$ cat config.mk
export PLATFORM = sky130hd
export DESIGN_NAME = dds_sweep_ctrl_flat
export DESIGN_NICKNAME = d
export VERILOG_FILES = /design/src/rtl/dds_sweep_ctrl_if.sv /design/src/rtl/dds_sweep_ctrl.sv /design/src/flat_wrapper.sv
export SDC_FILE = /design/constraint.sdc
export NUM_CORES = 1
export LEC_CHECK = 0
export ABC_AREA = 1
export CAP_MARGIN = 20
export CORE_AREA = 4 4 149 223
export DETAILED_ROUTE_END_ITERATION = 12
export DIE_AREA = 0 0 153 227
export MAX_ROUTING_LAYER = met4
export PLACE_DENSITY_LB_ADDON = 0.15
export SYNTH_ARGS = -nofsm -noshare
export SYNTH_HDL_FRONTEND = slang
export SYNTH_SLANG_ARGS = --single-unit
$ cat constraint.sdc
create_clock -name clk -period 3.25 [get_ports clk]
set_input_delay 0.325 -clock clk [delete_from_list [all_inputs] [get_ports clk]]
set_output_delay 0.325 -clock clk [all_outputs]
set_load 0.005 [all_outputs]
$ cat src/rtl/dds_sweep_ctrl_if.sv
// dds_sweep_ctrl_if
// Bundles the configuration write port, the start/abort/busy/done
// handshake and the dds tuning outputs of the sweep sequencer.
//   cfg_we/cfg_addr/cfg_wdata : register write port (one write per cycle)
//   start/abort               : sweep control requests
//   freq/ifreq                : tuning words to the dds core
//   busy/done/step_strobe     : sweep status
// The master modport is the controlling side (software / bench) and the
// slave modport is the sequencer itself.
interface dds_sweep_ctrl_if #(
    parameter int FW = 32
);
    logic          cfg_we;
    logic [2:0]    cfg_addr;
    logic [31:0]   cfg_wdata;
    logic          start;
    logic          abort;
    logic [FW-1:0] freq;
    logic [FW-1:0] ifreq;
    logic          busy;
    logic          done;
    logic          step_strobe;

    modport master (
        output cfg_we, cfg_addr, cfg_wdata, start, abort,
        input  freq, ifreq, busy, done, step_strobe
    );

    modport slave (
        input  cfg_we, cfg_addr, cfg_wdata, start, abort,
        output freq, ifreq, busy, done, step_strobe
    );
endinterface

$ cat src/rtl/dds_sweep_ctrl.sv
// dds_sweep_ctrl
// Frequency-sweep sequencer for the dds core. Software loads a start
// tuning word, a signed step, a step count, a dwell time and a mode bit;
// on start the block emits n_steps+1 tones, each held dwell+1 cycles,
// optionally repeating until aborted.
// Ports:
//   clk   : system clock, rising edge
//   rst_n : asynchronous active-low reset
//   bus   : dds_sweep_ctrl_if slave modport (config port, handshake,
//           freq/ifreq tuning outputs, busy/done/step_strobe status)
// Config map: 0=start_freq 1=step 2=n_steps 3=dwell 4=ifreq 5=mode(bit0=repeat)
module dds_sweep_ctrl #(
    parameter int FW = 32,
    parameter int NW = 16,
    parameter int DW = 16
) (
    input  logic                clk,
    input  logic                rst_n,
    dds_sweep_ctrl_if.slave     bus
);

    localparam logic [1:0] IDLE  = 2'd0;
    localparam logic [1:0] DWELL = 2'd1;
    localparam logic [1:0] DONE  = 2'd2;

    localparam logic [NW-1:0] IDX_ONE = NW'(1);
    localparam logic [DW-1:0] CNT_ONE = DW'(1);

    // Software-visible configuration registers
    logic [FW-1:0] start_freq_r;
    logic [FW-1:0] step_r;
    logic [NW-1:0] n_steps_r;
    logic [DW-1:0] dwell_r;
    logic [FW-1:0] ifreq_r;
    logic          repeat_r;

    // Working copies taken at start so that config writes during a sweep
    // only affect the next one
    logic [FW-1:0] w_start;
    logic [FW-1:0] w_step;
    logic [NW-1:0] w_n_steps;
    logic [DW-1:0] w_dwell;
    logic          w_repeat;

    logic [1:0]    state;
    logic [NW-1:0] idx;
    logic [DW-1:0] cnt;
    logic [FW-1:0] freq_r;
    logic          busy_r;
    logic          done_r;
    logic          strobe_r;

    // Config writes are accepted in every state; ifreq is driven straight
    // from its register so a write shows up on the following cycle.
    always_ff @(posedge clk or negedge rst_n) begin
        if (!rst_n) begin
            start_freq_r <= '0;
            step_r       <= '0;
            n_steps_r    <= '0;
            dwell_r      <= '0;
            ifreq_r      <= '0;
            repeat_r     <= 1'b0;
        end else if (bus.cfg_we) begin
            case (bus.cfg_addr)
                3'd0:    start_freq_r <= bus.cfg_wdata[FW-1:0];
                3'd1:    step_r       <= bus.cfg_wdata[FW-1:0];
                3'd2:    n_steps_r    <= bus.cfg_wdata[NW-1:0];
                3'd3:    dwell_r      <= bus.cfg_wdata[DW-1:0];
                3'd4:    ifreq_r      <= bus.cfg_wdata[FW-1:0];
                3'd5:    repeat_r     <= bus.cfg_wdata[0];
                default: ;
            endcase
        end
    end

    // Sweep sequencer. done and step_strobe are single-cycle pulses, so
    // they default low every edge. abort overrides everything, including a
    // simultaneous start, and leaves freq at its current value.
    always_ff @(posedge clk or negedge rst_n) begin
        if (!rst_n) begin
            state     <= IDLE;
            idx       <= '0;
            cnt       <= '0;
            freq_r    <= '0;
            busy_r    <= 1'b0;
            done_r    <= 1'b0;
            strobe_r  <= 1'b0;
            w_start   <= '0;
            w_step    <= '0;
            w_n_steps <= '0;
            w_dwell   <= '0;
            w_repeat  <= 1'b0;
        end else begin
            done_r   <= 1'b0;
            strobe_r <= 1'b0;
            if (bus.abort) begin
                state  <= IDLE;
                busy_r <= 1'b0;
            end else begin
                case (state)
                    IDLE: begin
                        if (bus.start) begin
                            w_start   <= start_freq_r;
                            w_step    <= step_r;
                            w_n_steps <= n_steps_r;
                            w_dwell   <= dwell_r;
                            w_repeat  <= repeat_r;
                            freq_r    <= start_freq_r;
                            busy_r    <= 1'b1;
                            idx       <= '0;
                            cnt       <= dwell_r;
                            state     <= DWELL;
                        end
                    end
                    DWELL: begin
                        // cnt counts down the remaining hold cycles of the
                        // current tone; at zero the next tone is loaded.
                        if (cnt != '0) begin
                            cnt <= cnt - CNT_ONE;
                        end else if (idx < w_n_steps) begin
                            freq_r   <= freq_r + w_step;
                            idx      <= idx + IDX_ONE;
                            cnt      <= w_dwell;
                            strobe_r <= 1'b1;
                        end else if (w_repeat) begin
                            freq_r   <= w_start;
                            idx      <= '0;
                            cnt      <= w_dwell;
                            strobe_r <= 1'b1;
                        end else begin
                            state  <= DONE;
                            busy_r <= 1'b0;
                            done_r <= 1'b1;
                        end
                    end
                    DONE: begin
                        state <= IDLE;
                    end
                    default: begin
                        state  <= IDLE;
                        busy_r <= 1'b0;
                    end
                endcase
            end
        end
    end

    assign bus.freq        = freq_r;
    assign bus.ifreq       = ifreq_r;
    assign bus.busy        = busy_r;
    assign bus.done        = done_r;
    assign bus.step_strobe = strobe_r;

endmodule

$ cat src/flat_wrapper.sv
// flat-port wrapper written by rule: the top's interface ports become plain ports
module dds_sweep_ctrl_flat 
#(
    parameter int FW = 32,
    parameter int NW = 16,
    parameter int DW = 16
)
  (clk, rst_n, bus_cfg_we, bus_cfg_addr, bus_cfg_wdata, bus_start, bus_abort, bus_freq, bus_ifreq, bus_busy, bus_done, bus_step_strobe);
  dds_sweep_ctrl_if #(.FW(FW)) bus_i ();
  input  logic clk;
  input  logic rst_n;
  input wire logic [$bits(bus_i.cfg_we)-1:0] bus_cfg_we;
  input wire logic [$bits(bus_i.cfg_addr)-1:0] bus_cfg_addr;
  input wire logic [$bits(bus_i.cfg_wdata)-1:0] bus_cfg_wdata;
  input wire logic [$bits(bus_i.start)-1:0] bus_start;
  input wire logic [$bits(bus_i.abort)-1:0] bus_abort;
  output wire logic [$bits(bus_i.freq)-1:0] bus_freq;
  output wire logic [$bits(bus_i.ifreq)-1:0] bus_ifreq;
  output wire logic [$bits(bus_i.busy)-1:0] bus_busy;
  output wire logic [$bits(bus_i.done)-1:0] bus_done;
  output wire logic [$bits(bus_i.step_strobe)-1:0] bus_step_strobe;
  assign bus_i.cfg_we = bus_cfg_we;
  assign bus_i.cfg_addr = bus_cfg_addr;
  assign bus_i.cfg_wdata = bus_cfg_wdata;
  assign bus_i.start = bus_start;
  assign bus_i.abort = bus_abort;
  assign bus_freq = bus_i.freq;
  assign bus_ifreq = bus_i.ifreq;
  assign bus_busy = bus_i.busy;
  assign bus_done = bus_i.done;
  assign bus_step_strobe = bus_i.step_strobe;
  dds_sweep_ctrl #(.FW(FW), .NW(NW), .DW(DW)) u_core (.clk(clk), .rst_n(rst_n), .bus(bus_i));
endmodule
==> metrics.md, run 1 <==
| Metric | Value |
|---|---|
| Area fraction in and, or, nand and nor cells after synthesis | about 25% |
| Total via count after detailed routing | between 10000 and 15000 |
| P_leak | ~9.4 nW |
| Ratio of cells with drive above 1 in the final layout | 6.235% |
| Post-Layout Inst Area | about 18000 um^2 |
| Clk slew on worst S/H paths | 0.07 ns |
| Syn Inst Count | 2017 |
| Global Route met1 Usage | roughly 28% |
| PnR worst setup slack | 0.6186 ns |
| Delay of the slowest critical-path stage | 0.42 ns |
| Clock Latency Late Sink | approximately 0.57 ns |
| Die X-Extent | about 150 um |
| Adder-Cell Fraction of Synth Area | 4.088% |
| Mean routed wirelength per cell | between 15 and 20 um |
| Port-buffer cells | 106 |
| Maximum number of pins on one net before global-route repair | between 80 and 90 |
| Multiplexer fraction of the synthesized cell area | 2.617% |
| Via count of the first global-routing pass | 13493 |
| Run status | complete, no violations |
| Post-route DRC violation count | 0 |
| Path type of the worst min-delay path | primary input to async pin |
| Internal cell power | ~0.0088 W |
| Filler Cell Count | slightly below 3000 |
| Total nets after synthesis | 2107 |
| DRC violation total after the first TritonRoute iteration | around 740 |
| Final Setup Violations | 0 |
| Nature of the critical path startpoint | flip-flop |
| Yosys reg bits | around 300 |
| Number of antenna violations at the first check in global routing | 0 |
| Global-route wire length before repair | 69960 um |
| Estimated wirelength of the detail-placed design | ~31000 um |
| Post-route ant nets | 0 |
| NetSw | 0.005653 W |
| Final Hold Vio Count | 0 |
| Via/cell ratio | a little over 5 |
| Worst Max-Slew Pin Slew | roughly 0.72 ns |
| Compound-gate portion of the synthesized area | around a tenth |
| Type of element capturing the critical path | flip-flop |
| Worst endpoint required time | approximately 3.7 ns |
| Total routing resource utilization after global routing | about 26% |
| Worst R2R Path Depth | 9 |
| Async set-reset flop share out of synthesis | 100.0% |
| Count of synthesis-stage warnings from yosys | 0 |
| Area share of xor/xnor cells in the synthesized design | under 10% |
| Biggest area contributors in the synthesized netlist | dfrtp_1, nand2_1, o21ai_0 |
| Die Outline Area | 34730 um^2 |
| CTS sink cnt | roughly 300 |
| Skew final | between 0.02 and 0.03 ns |
| Slowest cell on crit path | dfrtp_1 |
| Critical path arrival | slightly above 3 ns |
| Largest fanout on the critical path | 29 |
| Setup repair after global routing missed its margin | no |
| Fraction of the yosys area taken by sequential cells | a little under half |
| # Post-CTS Setup Buffers | 0 |
| Remaining global-route overflow | 0 |
| Number of pins exceeding their max-slew limit in the final report | 0 |
| Minimum clock period | 2.631 ns |
| Max IR drop VDD | between 0.0005 and 0.0006 V |
| Setup TNS | 0 ns |
| Top Ports | ~110 |
| Number of rows in the core area | 79 |
| CTS Root Buffer Type | clkbuf_16 |
| Number of flops mapped to enable cells by yosys | 0 |
| Number of buffers between clock root and the deepest sink | 3 |
| Switching Fraction | a little under 40% |
| Worst Setup Path Type | flip-flop to flip-flop |
| Dominant combinational cell family by area after synthesis | simple AND/OR/NAND/NOR gates |
| DRT Wirelength | around 43000 um |
| Worst slack at placement | slightly above 0.6 ns |
| GR Layer Usage met3 | ~2.7% |
| Worst slew slack as a fraction of its limit | ~52% |
| Average cell area after synthesis | 7.679 um^2 |
| Sequential Power Share | between 30% and 40% |
| Fraction of met2 tracks used by global routing | about half |
| Cell variety after synth | 42 |
| Crit path top cell by count | nand2_4 |
| Max-capacitance violation count | 0 |
| Post-synth top flop | dfrtp_1 |
| Placer congestion estimate | 0.9378 |
| Clk pwr share | 22.1% |
| Initial core utilization | between 40% and 50% |
| Final Power | about 0.014 W |
| Layer with the highest usage | met2 |
| Power density over cell area | 802.7 nW/um^2 |
| Ordered list of cells on the worst path | ha_1 > nand2_1 > nor4_4 > nand2_4 > nand2_4 > nand3_4 > nand2_2 > buf_4 > o21ai_0 |
| Synthesized cell area | roughly 15000 um^2 |
| Cell Area, Placed | between 15000 and 20000 um^2 |
| Final standard cell count with taps included and fillers excluded | about 2500 |
| Area share of the largest cell type after synthesis | a little under half |
| Iteration count of the initial detailed-routing pass | 5 |
| Part of the total power dissipated in combinational logic | 40.2% |
| Antenna diode instance count | 0 |
| Number of instances in the placed design | 2484 |
| Num CTS Buffers | 29 |
| Clock tree from TritonCTS | done |
| Layout Area Growth over Synthesis | 15.95% |
| Placeable Area | approximately 31000 um^2 |
| Final worst-path cycle share | about four fifths |
| Die extent in y | around 230 um |
| Max Clock Freq | around 0.38 GHz |
| # nets final | roughly 2200 |
| Yosys top cell by area | dfrtp_1 |
| Htree depth | 1 |
## path summary, 6_finish.rpt
kind	from	end	slack, ns
max	u_core.idx[13]	u_core.idx[12]	0.62
min	rst_n	u_core.bus.ifreq[19]	0.35
max reg2reg	u_core.idx[13]	u_core.idx[12]	0.62
min reg2reg	u_core.bus.busy	u_core.bus.busy	0.48
max in group asynchronous	rst_n	u_core.dwell_r[6]	2.04
min in group clk	bus_cfg_wdata[18]	u_core.step_r[18]	0.37
## layer usage
metal,vias up,share of wire [%]
met5,-,0
met4,0,3.9
met3,95,3.7
met2,301,53
met1,6201,39
li1,6555,-
## stage by stage
step	util [%]	hold slack, ns
finish	57.86	0.3540
global route	57.86	0.3811
CTS	57.86	0.3553
detailed placement	54.98	0.3726
global placement	54.98	0.3672
floorplan	-	0.02941
## timing repair
action | CTS | global route
hold buffers | 1 | 0
hold endpoints to repair | 76 | 0
resized for setup | 0 | 0
## state kept, by name (all words and copies together), names as in the netlist, 2 cells and up
name and flops:
u_core.bus.ifreq 32, u_core.start_freq_r 32, u_core.n_steps_r 16, u_core.dwell_r 16, u_core.bus.freq 32, u_core.step_r 32, u_core.state 2, u_core.w_step 32
u_core.w_dwell 16, u_core.idx 16, u_core.cnt 16, u_core.w_n_steps 16, u_core.w_start 32
## cells in the final DEF (no fill, tap or decap), types with 4 or more instances in the layout
master	Yosys	final
inv_1	258	258
nand2_4	4	4
mux2_2	36	36
clkbuf_16	0	29
nand3_1	105	103
o22ai_1	6	6
nand2_2	3	5
nor3_1	13	13
ha_1	49	49
nand4_1	14	14
nor2_1	149	148
buf_12	0	6
clkbuf_1	49	9
dfrtp_1	295	295
a21oi_1	81	81
clkdlybuf4s50_1	0	105
nand2_1	661	659
xor2_1	14	14
clkbuf_8	0	4
xnor2_1	16	16
clkinv_2	0	6
o21ai_0	199	199
o21ai_1	15	15
buf_4	4	23
## power groups by stage
stage / Clock (W) / Sequential (W) / Combinational (W)
2_1_floorplan: 0 / 0.00522 / 0.00390
3_3_place_gp: 0 / 0.00546 / 0.00572
3_5_place_dp: 0 / 0.00549 / 0.00581
4_1_cts: 0.00325 / 0.00544 / 0.00585
5_1_grt: 0.00339 / 0.00555 / 0.00661
6_report: 0.00318 / 0.00544 / 0.00580
## critical path: cells and delay by family (launching register included)
kind            cells  cell delay, ns
simple gates        6            1.22
flops               1            0.42
buf+inv             1            0.36
fa+ha+maj           1            0.31
compound gates      1            0.13
## area by class of cell
cell class              instances  area (um^2)  area share, %
clock inverters                11        70.07         0.3902
multi-input cells            1388         6837          38.07
clock buffers                  42        814.5          4.536
well taps                     405        506.7          2.822
flip-flops and latches        295         7382          41.11
inverters                     261        979.7          5.455
repair buffers                136         1369          7.622
## cell usage after synthesis, types with 3 or more instances
cell type / n
nor2_1: 149
inv_1: 258
ha_1: 49
mux2_2: 36
buf_2: 13
nand4_1: 14
o21ai_1: 15
nand3_1: 105
a21oi_1: 81
nor3_1: 13
xor2_1: 14
o22ai_1: 6
buf_4: 4
nand2_4: 4
nand2_1: 661
inv_2: 3
xnor2_1: 16
dfrtp_1: 295
clkbuf_1: 49
o21ai_0: 199
nand2_2: 3
o221ai_1: 3
buf_1: 5
## logic make-up (layout without fill, tap and decap cells)
group / count (synthesis) / after routing
AND/OR/NAND/NOR: 957 / 957
buffers and inverters: 334 / 450
AO/OA/AOI/OAI: 315 / 315
flip-flops: 295 / 295
adder cells (fa/ha/maj): 50 / 50
multiplexers: 36 / 36
XOR/XNOR: 30 / 30
No activity file was read; power rests on OpenSTA's default activity.
==> run 2, diff against run 1 <==
clock period = 2.7 ns   (was 3.25 ns; I/O delays follow)
==> run 2 against run 1 <==
  * Sequential power up 21%
  * Flip-flop and latch count stayed put
  * Design area grew 1.7%
  * Die area stayed put
  * Via count up 0.33%
  * Largest cell class unchanged
  * Largest power group unchanged
==> metrics.md, run 2 (synthesis gave the netlist of run 1 again) <==
| Metric | Value |
|---|---|
| Run status | complete, no violations (unchanged) |
| Htree depth | 1 (unchanged) |
| DRT Wirelength | 44880 um (was 43090 um) |
| P_leak | 9.570 nW (was 9.405 nW) |
| Number of rows in the core area | 79 (unchanged) |
| Worst slew slack as a fraction of its limit | 54.54% (was 52.07%) |
| Part of the total power dissipated in combinational logic | 39.6% (was 40.2%) |
| Setup repair after global routing missed its margin | no (unchanged) |
| CTS sink cnt | 295 (unchanged) |
| Power density over cell area | 988.2 nW/um^2 (was 802.7 nW/um^2) |
| Clk pwr share | 24.0% (was 22.1%) |
| DRT met1 WL | 16980 um (was 16820 um) |
| Critical path arrival | 2.94 ns (was 3.05 ns) |
| Setup TNS | 0 ns (unchanged) |
| Via count of the first global-routing pass | 13370 (was 13493) |
| Delay of the slowest critical-path stage | 0.46 ns (was 0.42 ns) |
| Number of antenna violations at the first check in global routing | 0 (unchanged) |
| Worst Setup Path Type | flip-flop to flip-flop (unchanged) |
| Ratio of cells with drive above 1 in the final layout | 7.120% (was 6.235%) |
| Most frequent standard cell in the layout excluding fill and tap cells | nand2_1 (unchanged) |
| Final worst-path cycle share | 92.19% (was 80.97%) |
| Antenna diode instance count | 0 (unchanged) |
| Iteration count of the initial detailed-routing pass | 5 (unchanged) |
| # nets final | 2216 (was 2201) |
| Remaining global-route overflow | 0 (unchanged) |
| NetSw | 0.006931 W (was 0.005653 W) |
| Worst Max-Slew Pin Slew | 0.6819 ns (was 0.7190 ns) |
| Nature of the critical path startpoint | flip-flop (unchanged) |
| CTS Root Buffer Type | clkbuf_16 (unchanged) |
| Placer congestion estimate | 0.9389 (was 0.9378) |
| Clk slew on worst S/H paths | 0.07 ns (about the same) |
| Slowest cell on crit path | dfrtp_1 (unchanged) |
| Crit path top cell by count | nand2_4 (unchanged) |
| Max IR drop VDD | 0.0006304 V (was 0.0005718 V) |
| Ordered list of cells on the worst path | ha_1 > nand2_1 > nor4_4 > nand2_4 > nand2_4 > nand2_4 > o21ai_4 > nand2_4 > nand2_1 > nand2_1 (was ha_1 > nand2_1 > nor4_4 > nand2_4 > nand2_4 > nand3_4 > nand2_2 > buf_4 > o21ai_0) |
| Highest metal used | met4 (unchanged) |
| Final Setup Violations | 0 (unchanged) |
| Number of resized instances in the post-cts repair step | 0 (unchanged) |
| DRC violation total after the first TritonRoute iteration | 687 (was 741) |
| Clock tree from TritonCTS | done (unchanged) |
| Layout Area Growth over Synthesis | 17.88% (was 15.95%) |
| Skew final | 0.02505 ns (was 0.02805 ns) |
| Num CTS Buffers | 29 (unchanged) |
| Sequential Power Share | 36.3% (was 37.7%) |
| Highest-count cells in the layout ignoring fill and taps | nand2_1, dfrtp_1, inv_1, o21ai_0, nor2_1 (unchanged) |
| Top Ports | 107 (unchanged) |
| Number of buffers between clock root and the deepest sink | 3 (unchanged) |
| Path type of the worst min-delay path | primary input to async pin (unchanged) |
| Internal cell power | 0.01111 W (was 0.008762 W) |
| Total routing resource utilization after global routing | 26.81% (was 25.87%) |
| Minimum clock period | 2.489 ns (was 2.631 ns) |
| Port-buffer cells | 106 (unchanged) |
| Share of the core filled with cells in the final layout | 58.82% (was 57.86%) |
| Number of pins exceeding their max-slew limit in the final report | 0 (unchanged) |
| Initial core utilization | 49.90% (unchanged) |
| Max-capacitance violation count | 0 (unchanged) |
| Mean routed wirelength per cell | 17.57 um (was 16.98 um) |
| Placeable Area | 31040 um^2 (unchanged) |
| Total via count after detailed routing | 13195 (was 13152) |
| Hold-fix buffers, CTS | 1 (unchanged) |
| Maximum number of pins on one net before global-route repair | 85 (was 83) |
| Largest fanout on the critical path | 17 (was 29) |
| Die extent in y | 227 um (unchanged) |
| Worst endpoint required time | 3.15 ns (was 3.67 ns) |
| Met3 Wirelength | 1456 um (was 1582 um) |
| Global-route wire length before repair | 71860 um (was 69960 um) |
| Post-route DRC violation count | 0 (unchanged) |
| # Post-CTS Setup Buffers | 0 (unchanged) |
| Met2 wire length | 24340 um (was 23010 um) |
| Type of element capturing the critical path | flip-flop (unchanged) |
| Clock Latency Late Sink | 0.57 ns (about the same) |
| Switching Fraction | 38.42% (was 39.22%) |
| Final Hold Vio Count | 0 (unchanged) |
| Estimated wirelength of the detail-placed design | 33420 um (was 31380 um) |
| Max Clock Freq | 0.4018 GHz (was 0.3800 GHz) |
| Via/cell ratio | 5.166 (was 5.182) |
| Die X-Extent | 153 um (unchanged) |
| Die Outline Area | 34730 um^2 (unchanged) |
| Post-route ant nets | 0 (unchanged) |
-- run 2: changes by cell type in the layout (fill, tap and decap cells not counted) --
cell       change
clkbuf_8       +3
bufinv_16      +4
buf_12         +4
buf_4         +11
clkbuf_1       -4
clkinv_2       -2
-- run 2: through the flow --
step | power (W) | std cells | hold WS, ns | setup WS, ns | cell area, um^2
2_1_floorplan | 0.01099 | 2017 | -0.02559 | 0.6470 | 15490
3_3_place_gp | 0.01370 | 2499 | 0.3060 | 0.2334 | 17230
3_5_place_dp | 0.01380 | 2499 | 0.3122 | 0.2395 | 17230
4_1_cts | 0.01821 | 2554 | 0.2987 | 0.2232 | 18260
5_1_grt | 0.01943 | 2554 | 0.3204 | 0.01067 | 18260
6_report | 0.01804 | 2554 | 0.2917 | 0.2110 | 18260
-- run 2: layout make-up --
| type | instances | area [um^2] |
|---|---|---|
| fill | 2954 | 12780 |
| sequential | 295 | 7382 |
| multi-input combinational | 1388 | 6837 |
| timing repair buffer | 151 | 1531 |
| inverter | 261 | 979.7 |
| clock buffer | 41 | 840.8 |
| tap | 405 | 506.7 |
| clock inverter | 13 | 180.2 |
-- run 2: critical path, delay by kind of cell (launching register included) --
family	cells	cell delay, ns
compound gates	1	0.34
fa+ha+maj	1	0.34
flops	1	0.46
simple gates	8	1.23
-- run 2: worst paths after layout --
| kind | depth (start not counted) | slack, ns | start | endpoint |
|---|---|---|---|---|
| worst min-delay path | 2 | 0.29 | rst_n | u_core.bus.ifreq[19] |
| max in group asynchronous | 3 | 1.58 | rst_n | u_core.step_r[0] |
| worst max register to register | 10 | 0.21 | u_core.idx[11] | u_core.cnt[1] |
| worst max-delay path | 10 | 0.21 | u_core.idx[11] | u_core.cnt[1] |
| worst min register to register | 2 | 0.48 | u_core.step_r[2] | u_core.step_r[2] |
| min in group clk | 3 | 0.31 | bus_cfg_wdata[16] | u_core.bus.ifreq[16] |
-- run 2: per-layer routing --
layer,GRT usage (%),vias up
met1,29.05,6234
met5,-,-
met2,50.22,268
li1,-,6592
met3,2.529,101
met4,11.27,0
-- run 2: power groups by stage --
| stage | Clock (W) | Combinational (W) | Sequential (W) |
|---|---|---|---|
| after detailed placement | 0 | 0.00718 | 0.00662 |
| final | 0.00434 | 0.00715 | 0.00656 |
| after CTS | 0.00442 | 0.00723 | 0.00655 |
| after floorplan | 0 | 0.00470 | 0.00629 |
| after global routing | 0.00460 | 0.00816 | 0.00667 |
| after global placement | 0 | 0.00709 | 0.00661 |
==> run 3, diff against run 2 <==
PLACE_DENSITY = 0.73   (was default)
PLACE_DENSITY_LB_ADDON = default   (was 0.15)
RECOVER_POWER = 100   (was default)
==> run 3 against run 2 <==
  * The flow now finishes with violations (capacitance limit, slew limit)
  * Power shrank 1.1%
  * Register-to-register slack better by 0.06 ns
  * Non-clock buffer count fell by 8
==> metrics.md, run 3 (synthesis gave the netlist of run 1 again) <==
| Metric | Value |
|---|---|
| Most frequent standard cell in the layout excluding fill and tap cells | nand2_1 (unchanged) |
| Worst R2R Path Depth | 12 (was 10) |
| Die Outline Area | 34730 um^2 (unchanged) |
| Post-Layout Inst Area | 18080 um^2 (was 18260 um^2) |
| Filler Cell Count | 2969 (was 2954) |
| DRC violation total after the first TritonRoute iteration | 804 (was 687) |
| Die X-Extent | 153 um (unchanged) |
| Skew final | 0.02905 ns (was 0.02505 ns) |
| Critical path arrival | 2.91 ns (was 2.94 ns) |
| Total routing resource utilization after global routing | 26.50% (was 26.81%) |
| Global-route wire length before repair | 71790 um (was 71860 um) |
| Total via count after detailed routing | 13494 (was 13195) |
| Final worst-path cycle share | 90.02% (was 92.19%) |
| Setup repair after global routing missed its margin | no (unchanged) |
| Die extent in y | 227 um (unchanged) |
| Clock tree from TritonCTS | done (unchanged) |
| Number of pins exceeding their max-slew limit in the final report | 70 (was 0) |
| Power density over cell area | 987.1 nW/um^2 (was 988.2 nW/um^2) |
| Reg2Reg Launch Point | u_core.w_step[0] (was u_core.idx[11]) |
| Clock Latency Late Sink | 0.58 ns (was 0.57 ns) |
| Worst slew slack as a fraction of its limit | -25.56% (was 54.54%) |
| Met3 Wirelength | 1501 um (was 1456 um) |
| Number of instances in the placed design | 2491 (was 2499) |
| # Post-CTS Setup Buffers | 0 (unchanged) |
| DRT met1 WL | 16800 um (was 16980 um) |
| Internal cell power | 0.01091 W (was 0.01111 W) |
| Via count of the first global-routing pass | 13553 (was 13370) |
| Nature of the critical path startpoint | flip-flop (unchanged) |
| Mean routed wirelength per cell | 17.44 um (was 17.57 um) |
| Setup TNS | 0 ns (unchanged) |
| CTS Root Buffer Type | clkbuf_16 (unchanged) |
| Highest metal used | met4 (unchanged) |
| Switching Fraction | 38.88% (was 38.42%) |
| Iteration count of the initial detailed-routing pass | 5 (unchanged) |
| Worst Setup Path Type | flip-flop to flip-flop (unchanged) |
| Startpoint of the lowest-slack hold path | bus_cfg_wdata[17] |
| Endpoint, Worst Hold | u_core.bus.ifreq[17] |
| Top Ports | 107 (unchanged) |
| Final standard cell count with taps included and fillers excluded | 2545 (was 2554) |
| Estimated wirelength of the detail-placed design | 32550 um (was 33420 um) |
| Final Setup Violations | 0 (unchanged) |
| Share of the core filled with cells in the final layout | 58.25% (was 58.82%) |
| Number of antenna violations at the first check in global routing | 0 (unchanged) |
| Failing checks | capacitance limit, slew limit |
| Met2 wire length | 23950 um (was 24340 um) |
| P_leak | 9.587 nW (was 9.570 nW) |
| Max IR drop VDD | 0.0005868 V (was 0.0006304 V) |
| Final Hold Vio Count | 0 (unchanged) |
| Initial core utilization | 49.90% (unchanged) |
| Cell Area, Placed | 17140 um^2 (was 17230 um^2) |
| Part of the total power dissipated in combinational logic | 38.6% (was 39.6%) |
| Antenna diode instance count | 0 (unchanged) |
| Worst Max-Slew Pin Slew | 1.883 ns (was 0.6819 ns) |
| Clk pwr share | 24.7% (was 24.0%) |
| Reg2Reg Capture Point | u_core.bus.freq[8] (was u_core.cnt[1]) |
| Run status | finished with violations (was complete, no violations) |
| Clk slew on worst S/H paths | 0.07 ns (about the same) |
| Flip-flop and latch area | 7382 um^2 (unchanged) |
| Layout Area Growth over Synthesis | 16.73% (was 17.88%) |
| Num CTS Buffers | 29 (unchanged) |
| Post-route DRC violation count | 0 (unchanged) |
| Number of buffers between clock root and the deepest sink | 3 (unchanged) |
| Max Clock Freq | 0.4114 GHz (was 0.4018 GHz) |
| Largest fanout on the critical path | 4 (was 17) |
| Port-buffer cells | 106 (unchanged) |
| Remaining global-route overflow | 0 (unchanged) |
| Type of element capturing the critical path | flip-flop (unchanged) |
| Maximum number of pins on one net before global-route repair | 76 (was 85) |
| CTS sink cnt | 295 (unchanged) |
| Sequential Power Share | 36.7% (was 36.3%) |
| Placer congestion estimate | 0.9546 (was 0.9389) |
| Via/cell ratio | 5.302 (was 5.166) |
| Minimum clock period | 2.431 ns (was 2.489 ns) |
| Ratio of cells with drive above 1 in the final layout | 6.542% (was 7.120%) |
| Reg-to-reg slack, setup | 0.27 ns (was 0.21 ns) |
| Path type of the worst min-delay path | primary input to flip-flop (was primary input to async pin) |
| NetSw | 0.006940 W (was 0.006931 W) |
| Number of rows in the core area | 79 (unchanged) |
| DRT Wirelength | 44370 um (was 44880 um) |
| Highest-count cells in the layout ignoring fill and taps | nand2_1, dfrtp_1, inv_1, o21ai_0, nor2_1 (unchanged) |
| Post-route ant nets | 0 (unchanged) |
| Area of the multi-input gates | 6819 um^2 (was 6837 um^2) |
| Placeable Area | 31040 um^2 (unchanged) |
| Cell depth of the worst hold path | 3 |
| Htree depth | 1 (unchanged) |
| Max-capacitance violation count | 1 (was 0) |
| # nets final | 2208 (was 2216) |
| Worst endpoint required time | 3.18 ns (was 3.15 ns) |
## run 3: cell count changes in the layout (fill, tap and decap cells not counted), moves of 4 or more
cell             delta
clkdlybuf4s50_1    -69
buf_12              -6
dlygate4sd3_1      +69
buf_4              -18
o21ai_1             -4
o21ai_0             +4
clkbuf_2            +9
## run 3: through the flow
| stage | setup slack (ns) | hold WS (ns) | total power, W |
|---|---|---|---|
| after floorplan | 0.6470 | -0.02559 | 0.01099 |
| after global placement | 0.1991 | 0.2800 | 0.01348 |
| after detailed placement | 0.04816 | 0.2772 | 0.01364 |
| after CTS | 0.03724 | 0.2622 | 0.01812 |
| after global routing | 0.05720 | 0.3219 | 0.01919 |
| final | 0.2694 | 0.2841 | 0.01785 |
## run 3: what timing repair did
action / 4_1_cts / 5_1_grt
endpoints found under the setup margin: 0 / 32
hold buffers: 1 / 0
hold endpoints to repair: 64 / 0
gates resized for setup: 0 / 2
## run 3: cell type report
class	instances	share of cell area, %
inverters	261	5.433
multi-input cells	1388	37.72
clock buffers	34	4.339
flip-flops and latches	295	40.83
well taps	405	2.803
clock inverters	19	1.426
repair buffers	143	7.453
## run 3: worst max-delay path by stage
| stage | start | endpoint | slack [ns] |
|---|---|---|---|
| floorplan | u_core.idx[15] | u_core.cnt[10] | 0.65 |
| global placement | u_core.idx[3] | u_core.idx[3] | 0.20 |
| detailed placement | u_core.idx[3] | u_core.idx[5] | 0.05 |
| CTS | u_core.idx[3] | u_core.idx[5] | 0.04 |
| global route | u_core.cnt[10] | u_core.cnt[0] | 0.06 |
| finish | u_core.w_step[0] | u_core.bus.freq[8] | 0.27 |
## run 3: metal layers
metal  vias to the layer above  track usage, %
li1                       6571               -
met1                      6496           28.49
met2                       305           49.54
met3                       122           2.758
met4                         0           11.45
met5                         -               -
## run 3: power by group through the flow
stage / Sequential [W] / Clock [W] / Combinational (W)
2_1_floorplan: 0.00629 / 0 / 0.00470
3_3_place_gp: 0.00659 / 0 / 0.00689
3_5_place_dp: 0.00662 / 0 / 0.00702
4_1_cts: 0.00655 / 0.00448 / 0.00708
5_1_grt: 0.00667 / 0.00466 / 0.00787
6_report: 0.00655 / 0.00441 / 0.00689
## run 3: critical path: stages, from the launching register on
cell	delay, ns
dfrtp_1	0.43
ha_1	0.26
fa_1	0.47
nand3_1	0.12
nand3_1	0.15
nand2_1	0.09
nand2_1	0.11
xnor2_1	0.24
nand3_1	0.11
nand3_1	0.12
o21ai_0	0.12
nand2_1	0.08
nand2_1	0.05
